## config.mk

```make
export PLATFORM = sky130hd
export DESIGN_NAME = uart_tx_fifo
export DESIGN_NICKNAME = d
export VERILOG_FILES = /design/src/rtl/uart_pkg.sv /design/src/rtl/uart_sync_fifo.sv /design/src/rtl/uart_tx_fifo.sv
export SDC_FILE = /design/constraint.sdc
export NUM_CORES = 1
export LEC_CHECK = 0
export ABC_AREA = 1
export BUFFER_PORTS_ARGS = -buffer_cell sky130_fd_sc_hd__buf_4
export CORE_UTILIZATION = 54
export DETAILED_ROUTE_END_ITERATION = 8
export PLACE_DENSITY = 0.71
export SLEW_MARGIN = 15
export SYNTH_ARGS = -nofsm -noshare
export SYNTH_HDL_FRONTEND = slang
export SYNTH_SLANG_ARGS = --single-unit
```

## constraint.sdc

```tcl
create_clock -name clk -period 2.15 [get_ports clk]
set_input_delay 0.645 -clock clk [delete_from_list [all_inputs] [get_ports clk]]
set_output_delay 0.645 -clock clk [all_outputs]
set_load 0.02 [all_outputs]
```

## src/rtl/uart_pkg.sv

```systemverilog
// Shared types and helpers for the FIFO-buffered UART transmitter.
package uart_pkg;

  typedef enum logic [2:0] {
    IDLE,
    START,
    DATA,
    PARITY,
    STOP1,
    STOP2
  } tx_state_e;

  localparam logic PAR_EVEN = 1'b0;
  localparam logic PAR_ODD  = 1'b1;

  // Bits needed to count 0..n-1, never less than one.
  function automatic int cnt_width(input int n);
    return (n <= 2) ? 1 : $clog2(n);
  endfunction

endpackage

```

## src/rtl/uart_sync_fifo.sv

```systemverilog
// Show-ahead synchronous FIFO; a push while full is ignored, pop while empty is ignored.
module uart_sync_fifo
  import uart_pkg::*;
#(
  parameter int DATA_WIDTH = 8,
  parameter int FIFO_DEPTH = 4
) (
  input  logic                          clk,
  input  logic                          rst,
  input  logic                          push,
  input  logic [DATA_WIDTH-1:0]         wr_data,
  input  logic                          pop,
  output logic [DATA_WIDTH-1:0]         rd_data,
  output logic                          full,
  output logic                          empty,
  output logic [$clog2(FIFO_DEPTH):0]   count
);

  localparam int PTR_W = $clog2(FIFO_DEPTH);
  localparam int CNT_W = PTR_W + 1;

  logic [DATA_WIDTH-1:0] mem [FIFO_DEPTH];
  logic [PTR_W-1:0]      wr_ptr;
  logic [PTR_W-1:0]      rd_ptr;
  logic [CNT_W-1:0]      count_q;
  logic                  do_push;
  logic                  do_pop;

  assign full    = (count_q == CNT_W'(FIFO_DEPTH));
  assign empty   = (count_q == '0);
  assign do_push = push && !full;
  assign do_pop  = pop && !empty;
  assign rd_data = mem[rd_ptr];
  assign count   = count_q;

  // NOTE: storage carries no reset; the count alone decides which entries are valid.
  always_ff @(posedge clk) begin
    if (do_push) mem[wr_ptr] <= wr_data;
  end

  // NOTE: sequential state uses non-blocking assignments so every register samples pre-edge values.
  always_ff @(posedge clk or posedge rst) begin
    if (rst) begin
      wr_ptr  <= '0;
      rd_ptr  <= '0;
      count_q <= '0;
    end else begin
      if (do_push) wr_ptr <= wr_ptr + 1'b1;
      if (do_pop)  rd_ptr <= rd_ptr + 1'b1;
      case ({do_push, do_pop})
        2'b10:   count_q <= count_q + 1'b1;
        2'b01:   count_q <= count_q - 1'b1;
        default: count_q <= count_q;
      endcase
    end
  end

endmodule

```

## src/rtl/uart_tx_fifo.sv

```systemverilog
// UART transmitter with input FIFO, baud divider and per-frame parity/stop configuration.
module uart_tx_fifo
  import uart_pkg::*;
#(
  parameter int DATA_WIDTH   = 8,
  parameter int CLKS_PER_BIT = 16,
  parameter int FIFO_DEPTH   = 4
) (
  input  logic                        clk,
  input  logic                        rst,
  input  logic [DATA_WIDTH-1:0]       P_DATA_from_input,
  input  logic                        DATA_VALID,
  input  logic                        par_en,
  input  logic                        par_type,
  input  logic                        two_stop,
  output logic                        tx_out,
  output logic                        busy_flag,
  output logic                        data_lost,
  output logic                        frame_done,
  output logic [$clog2(FIFO_DEPTH):0] fifo_count
);

  localparam int CNT_W = cnt_width(CLKS_PER_BIT);
  localparam int IDX_W = cnt_width(DATA_WIDTH);
  localparam logic [CNT_W-1:0] LAST_CNT = CNT_W'(CLKS_PER_BIT - 1);
  localparam logic [IDX_W-1:0] LAST_IDX = IDX_W'(DATA_WIDTH - 1);

  tx_state_e             state;
  logic [CNT_W-1:0]      baud_cnt;
  logic [IDX_W-1:0]      bit_idx;
  logic [DATA_WIDTH-1:0] data_q;
  logic                  par_en_q;
  logic                  two_stop_q;
  logic                  parity_q;

  logic [DATA_WIDTH-1:0] fifo_rd_data;
  logic                  fifo_full;
  logic                  fifo_empty;
  logic                  bit_end;
  logic                  frame_end;
  logic                  pop;
  logic                  line_bit;

  uart_sync_fifo #(
    .DATA_WIDTH (DATA_WIDTH),
    .FIFO_DEPTH (FIFO_DEPTH)
  ) u_fifo (
    .clk     (clk),
    .rst     (rst),
    .push    (DATA_VALID),
    .wr_data (P_DATA_from_input),
    .pop     (pop),
    .rd_data (fifo_rd_data),
    .full    (fifo_full),
    .empty   (fifo_empty),
    .count   (fifo_count)
  );

  assign bit_end   = (baud_cnt == LAST_CNT);
  assign frame_end = bit_end && ((state == STOP2) || (state == STOP1 && !two_stop_q));
  assign pop       = !fifo_empty && ((state == IDLE) || frame_end);

  // NOTE: line_bit gets a default first so no path through the case leaves it latched.
  always_comb begin
    line_bit = 1'b1;
    case (state)
      START:   line_bit = 1'b0;
      DATA:    line_bit = data_q[bit_idx];
      PARITY:  line_bit = parity_q;
      default: line_bit = 1'b1;
    endcase
  end

  // Outputs are registered from the current state, so the line trails the FSM by one cycle.
  always_ff @(posedge clk or posedge rst) begin
    if (rst) begin
      state      <= IDLE;
      baud_cnt   <= '0;
      bit_idx    <= '0;
      data_q     <= '0;
      par_en_q   <= 1'b0;
      two_stop_q <= 1'b0;
      parity_q   <= 1'b0;
      tx_out     <= 1'b1;
      frame_done <= 1'b0;
      busy_flag  <= 1'b0;
    end else begin
      tx_out     <= line_bit;
      frame_done <= frame_end;
      busy_flag  <= (state != IDLE) || !fifo_empty;

      if (pop) begin
        data_q     <= fifo_rd_data;
        par_en_q   <= par_en;
        two_stop_q <= two_stop;
        parity_q   <= (^fifo_rd_data) ^ (par_type == PAR_ODD);
        state      <= START;
        baud_cnt   <= '0;
        bit_idx    <= '0;
      end else if (state != IDLE) begin
        if (!bit_end) begin
          baud_cnt <= baud_cnt + 1'b1;
        end else begin
          baud_cnt <= '0;
          case (state)
            START: begin
              state   <= DATA;
              bit_idx <= '0;
            end
            DATA: begin
              if (bit_idx == LAST_IDX) state <= par_en_q ? PARITY : STOP1;
              else                     bit_idx <= bit_idx + 1'b1;
            end
            PARITY:  state <= STOP1;
            STOP1:   state <= two_stop_q ? STOP2 : IDLE;
            default: state <= IDLE;
          endcase
        end
      end
    end
  end

  // A write is dropped whenever the FIFO was full before this edge, regardless of a same-cycle pop.
  always_ff @(posedge clk or posedge rst) begin
    if (rst) data_lost <= 1'b0;
    else     data_lost <= DATA_VALID && fifo_full;
  end

endmodule

```

==> qor.csv <==
stage,metric,value,unit
timing,finalWorstSetupSlack,0.0957,ns
timing,finalHoldViolations,0,
layout,antennaDiodeCount,0,
routing,detail_route.wl_per_cell,12.7,microns
critical_path,crit_path_start_kind,register,
synth,postSynthCellCount,315,
clock_network,cts_tree,done,
timing,fin_tns_setup,0,ns
critical_path,worst_ep_required_time,2.37,ns
placement,post-dp-hpwl,3760,microns
grt,grt_use_total,21.1,%
routing,drt-total-wl,5430,microns
critical_path,cp-endpoint,u_fifo.count[2],
grt,antenna_violations_before_repair,0,
timing,final.period_utilization,95.5,%
timing,finalMaxSlewViolations,0,
floorplan,floorplan.die_area,5850,sq um
layout,final_core_util,66.8,%
clock_network,cts-htree-levels,3,
status,status,completed,
critical_path,ff2ff_setup_slack,0.1,ns
timing,maxClockFrequency,487,MHz
layout,flow.area_growth_from_synthesis,16.7,%
synth,synth_enable_flop_cells,32,
clock_network,tritoncts.num_buffers,9,
synth,seq_total_area_yosys,58.8,%
layout,post_route_cells_drive_above_1_share,20.1,%
clock_network,cts.sinks,64,
power_and_ir_drop,power_density,878,nW/um^2
placement,finalWeightedCongestion,0.887,
routing,detailedRoute.firstPassIterationCount,4,
synth,netlist_area,3000,sq um
grt,grtUsageMet2,36.2,%
placement,dpl.cell_count,411,
synth,yosys-top-cells-area,"edfxtp_1, dfrtp_1, nand2_1",
grt,grt_pass1_wl,9360,microns
synth,yosys.cell_count.top_type,nand2_1,
timing,worstMarginPinSlew,0.468,ns
clock_network,clk_transition_reported_paths,0.07,ns
worst_hold_path,timing.hold.worst.class,in2async,
placement,place.port_buffers,20,
power_and_ir_drop,clock_power_share,30.4,%
layout,num-nets-final,377,
grt,grt_max_degree,33,
critical_path,r2r-start,baud_cnt[1],
critical_path,endpoint_kind,register,
grt,overflow,0,
routing,detailroute.via_count,2152,
grt,grt_use_met1,24.8,%
grt,first_global_vias,2085,
routing,detailed_route_drc_error_count,0,
clock_network,worstSkewPairLatency,0.33,ns
synth,synth.top_cells.by_count,"nand2_1, edfxtp_1, dfrtp_1, inv_1, nand3_1",
layout,final_cells,428,
synth,synth-seq-cells,64,
power_and_ir_drop,power.switching,859,uW
timing,final.setup_skew,0.00557,ns
critical_path,critical_path_class,reg2reg,
floorplan,fp.coreArea,5240,sq um
run,max_cap_violations,0,
synth,syn-num-nets,338,
power_and_ir_drop,switching_fraction_of_total_power,27.9,%
critical_path,worst-r2r-cell-count,13,
synth,synth_cell_types,34,
grt,globalRouteMet3Util,6.47,%
routing,antenna_violating_nets_post_route,0,
floorplan,fp.dieH,76.5,microns
power_and_ir_drop,cell_internal_pwr,2.21,mW
clock_network,cts.path.max_buffers,2,
clock_network,cts_stage_hold_buffer_count,0,
critical_path,critical_path.startpoint,baud_cnt[1],
layout,regArea,1760,sq um
floorplan,starting_density_of_the_core,57.2,%
synth,post-synth-top-area-cell,edfxtp_1,
timing,finalSetupViolations,0,
power_and_ir_drop,pwr-share-seq,50.2,%
synth,avg_inst_size_synth,9.52,sq um
critical_path,worstReg2RegEnd,u_fifo.count[2],
floorplan,ios,21,
synth,ys_async_sr_fraction,50.0,%
critical_path,critPathMaxFanout,3,
placement,preCtsSetupSlack,-0.0466,ns
synth,synth_flop_cell,edfxtp_1,
power_and_ir_drop,worst_ir_drop_vdd,0.729,mV
synth,yosys_warnings,0,
synth,yosysTopAreaCellShare,32.1,%
power_and_ir_drop,comb_power_share,19.3,%
layout,fillerInstances,434,
power_and_ir_drop,total_leakage_power,1.64,nW
critical_path,critical_path_arrival,2.27,ns
routing,detailedRoute.firstIterationViolations,113,
clock_network,clk_tree_root_cell,clkbuf_8,
layout,area_of_the_multi_input_gates,1080,sq um
timing,final.min_clock_period,2.05,ns
floorplan,num_rows,26,
timing,slew_headroom,68.8,%
routing,detail_route.vias_per_cell,5.03,
floorplan,dieWidth,76.5,microns
grt,grt.busiest_layer,met2,
[cells by family (layout without fill, tap and decap cells)]
group / count (synthesis) / after routing / share of synthesized area (%)
xor+xnor: 5 / 5 / 1.46
simple gates: 162 / 162 / 23.2
compound gates: 32 / 32 / 6.05
buf+inv: 42 / 85 / 6.18
mux: 1 / 1 / 0.334
flops: 64 / 64 / 58.8
fa+ha+maj: 9 / 9 / 4.01
[sequential cells by signal, indices dropped and copies added, names as in the netlist, 2 cells and up]
register,flops
baud_cnt,4
bit_idx,3
data_q,8
state,3
u_fifo.count,3
u_fifo.mem,32
u_fifo.rd_ptr,2
u_fifo.wr_ptr,2
[timing repair]
action	4_1_cts	5_1_grt
setup endpoints to repair	1	1
pin swaps	2	4
resized for setup	5	6
setup buffers	1	1
[cells in the final DEF, fill, tap and decap left out, types with 6 or more instances in the layout]
master	count
ha_1	6
inv_1	29
edfxtp_1	32
clkbuf_8	9
nand2_1	100
dfrtp_1	31
buf_4	34
nand3_1	29
nor2_1	16
o21ai_0	18
[worst max-delay path, stage by stage (launching register included)]
cell     delay, ns
dfrtp_1       0.36
ha_2          0.19
nand2_2       0.08
nor2_4        0.10
nand3_2       0.08
nand2_2       0.08
nand2_4       0.05
inv_2         0.05
ha_2          0.16
inv_2         0.05
fa_2          0.36
a21oi_2       0.13
o21ai_1       0.08
xor2_1        0.14
[stage by stage]
step	power (mW)	hold WS, ns	instance area [sq um]
3_5_place_dp	2.16	0.471	3280
3_3_place_gp	2.14	0.466	3280
6_report	3.07	0.393	3500
2_1_floorplan	1.94	0.448	3000
4_1_cts	3.09	0.394	3480
5_1_grt	3.25	0.442	3500
[worst min-delay path by stage]
| stage | startpoint | end | slack (ns) | depth (start not counted) |
|---|---|---|---|---|
| CTS | rst | u_fifo.wr_ptr[1] | 0.39 | 3 |
| detailed placement | parity_q | parity_q | 0.47 | 2 |
| floorplan | data_q[2] | data_q[2] | 0.45 | 2 |
| global route | rst | u_fifo.wr_ptr[0] | 0.44 | 3 |
| finish | rst | u_fifo.wr_ptr[0] | 0.39 | 3 |
| global placement | data_q[6] | data_q[6] | 0.47 | 2 |
[final cells by class]
class	count	area share (%)
Tap cell	70	2.50
Clock inverter	6	1.47
Timing Repair Buffer	34	7.29
Inverter	36	4.00
Sequential cell	64	50.4
Multi-Input combinational cell	209	30.8
Clock buffer	9	3.54
[metal layers]
metal / share of wire, % / vias to the layer above / wire length [microns]
met3: 2.8 / 6 / 150
met4: 1.2 / 0 / 63
met1: 45 / 1021 / 2440
li1: - / 1103 / -
met5: 0 / - / 0
met2: 51 / 22 / 2770
[power groups by stage]
stage               clock (mW)  sequential [mW]  combinational (mW)
CTS                      0.951             1.54               0.598
global route              1.00             1.56               0.686
global placement             0             1.56               0.579
detailed placement           0             1.57               0.594
finish                   0.936             1.54               0.594
floorplan                    0             1.60               0.341
(Power assumes the default switching activity.)
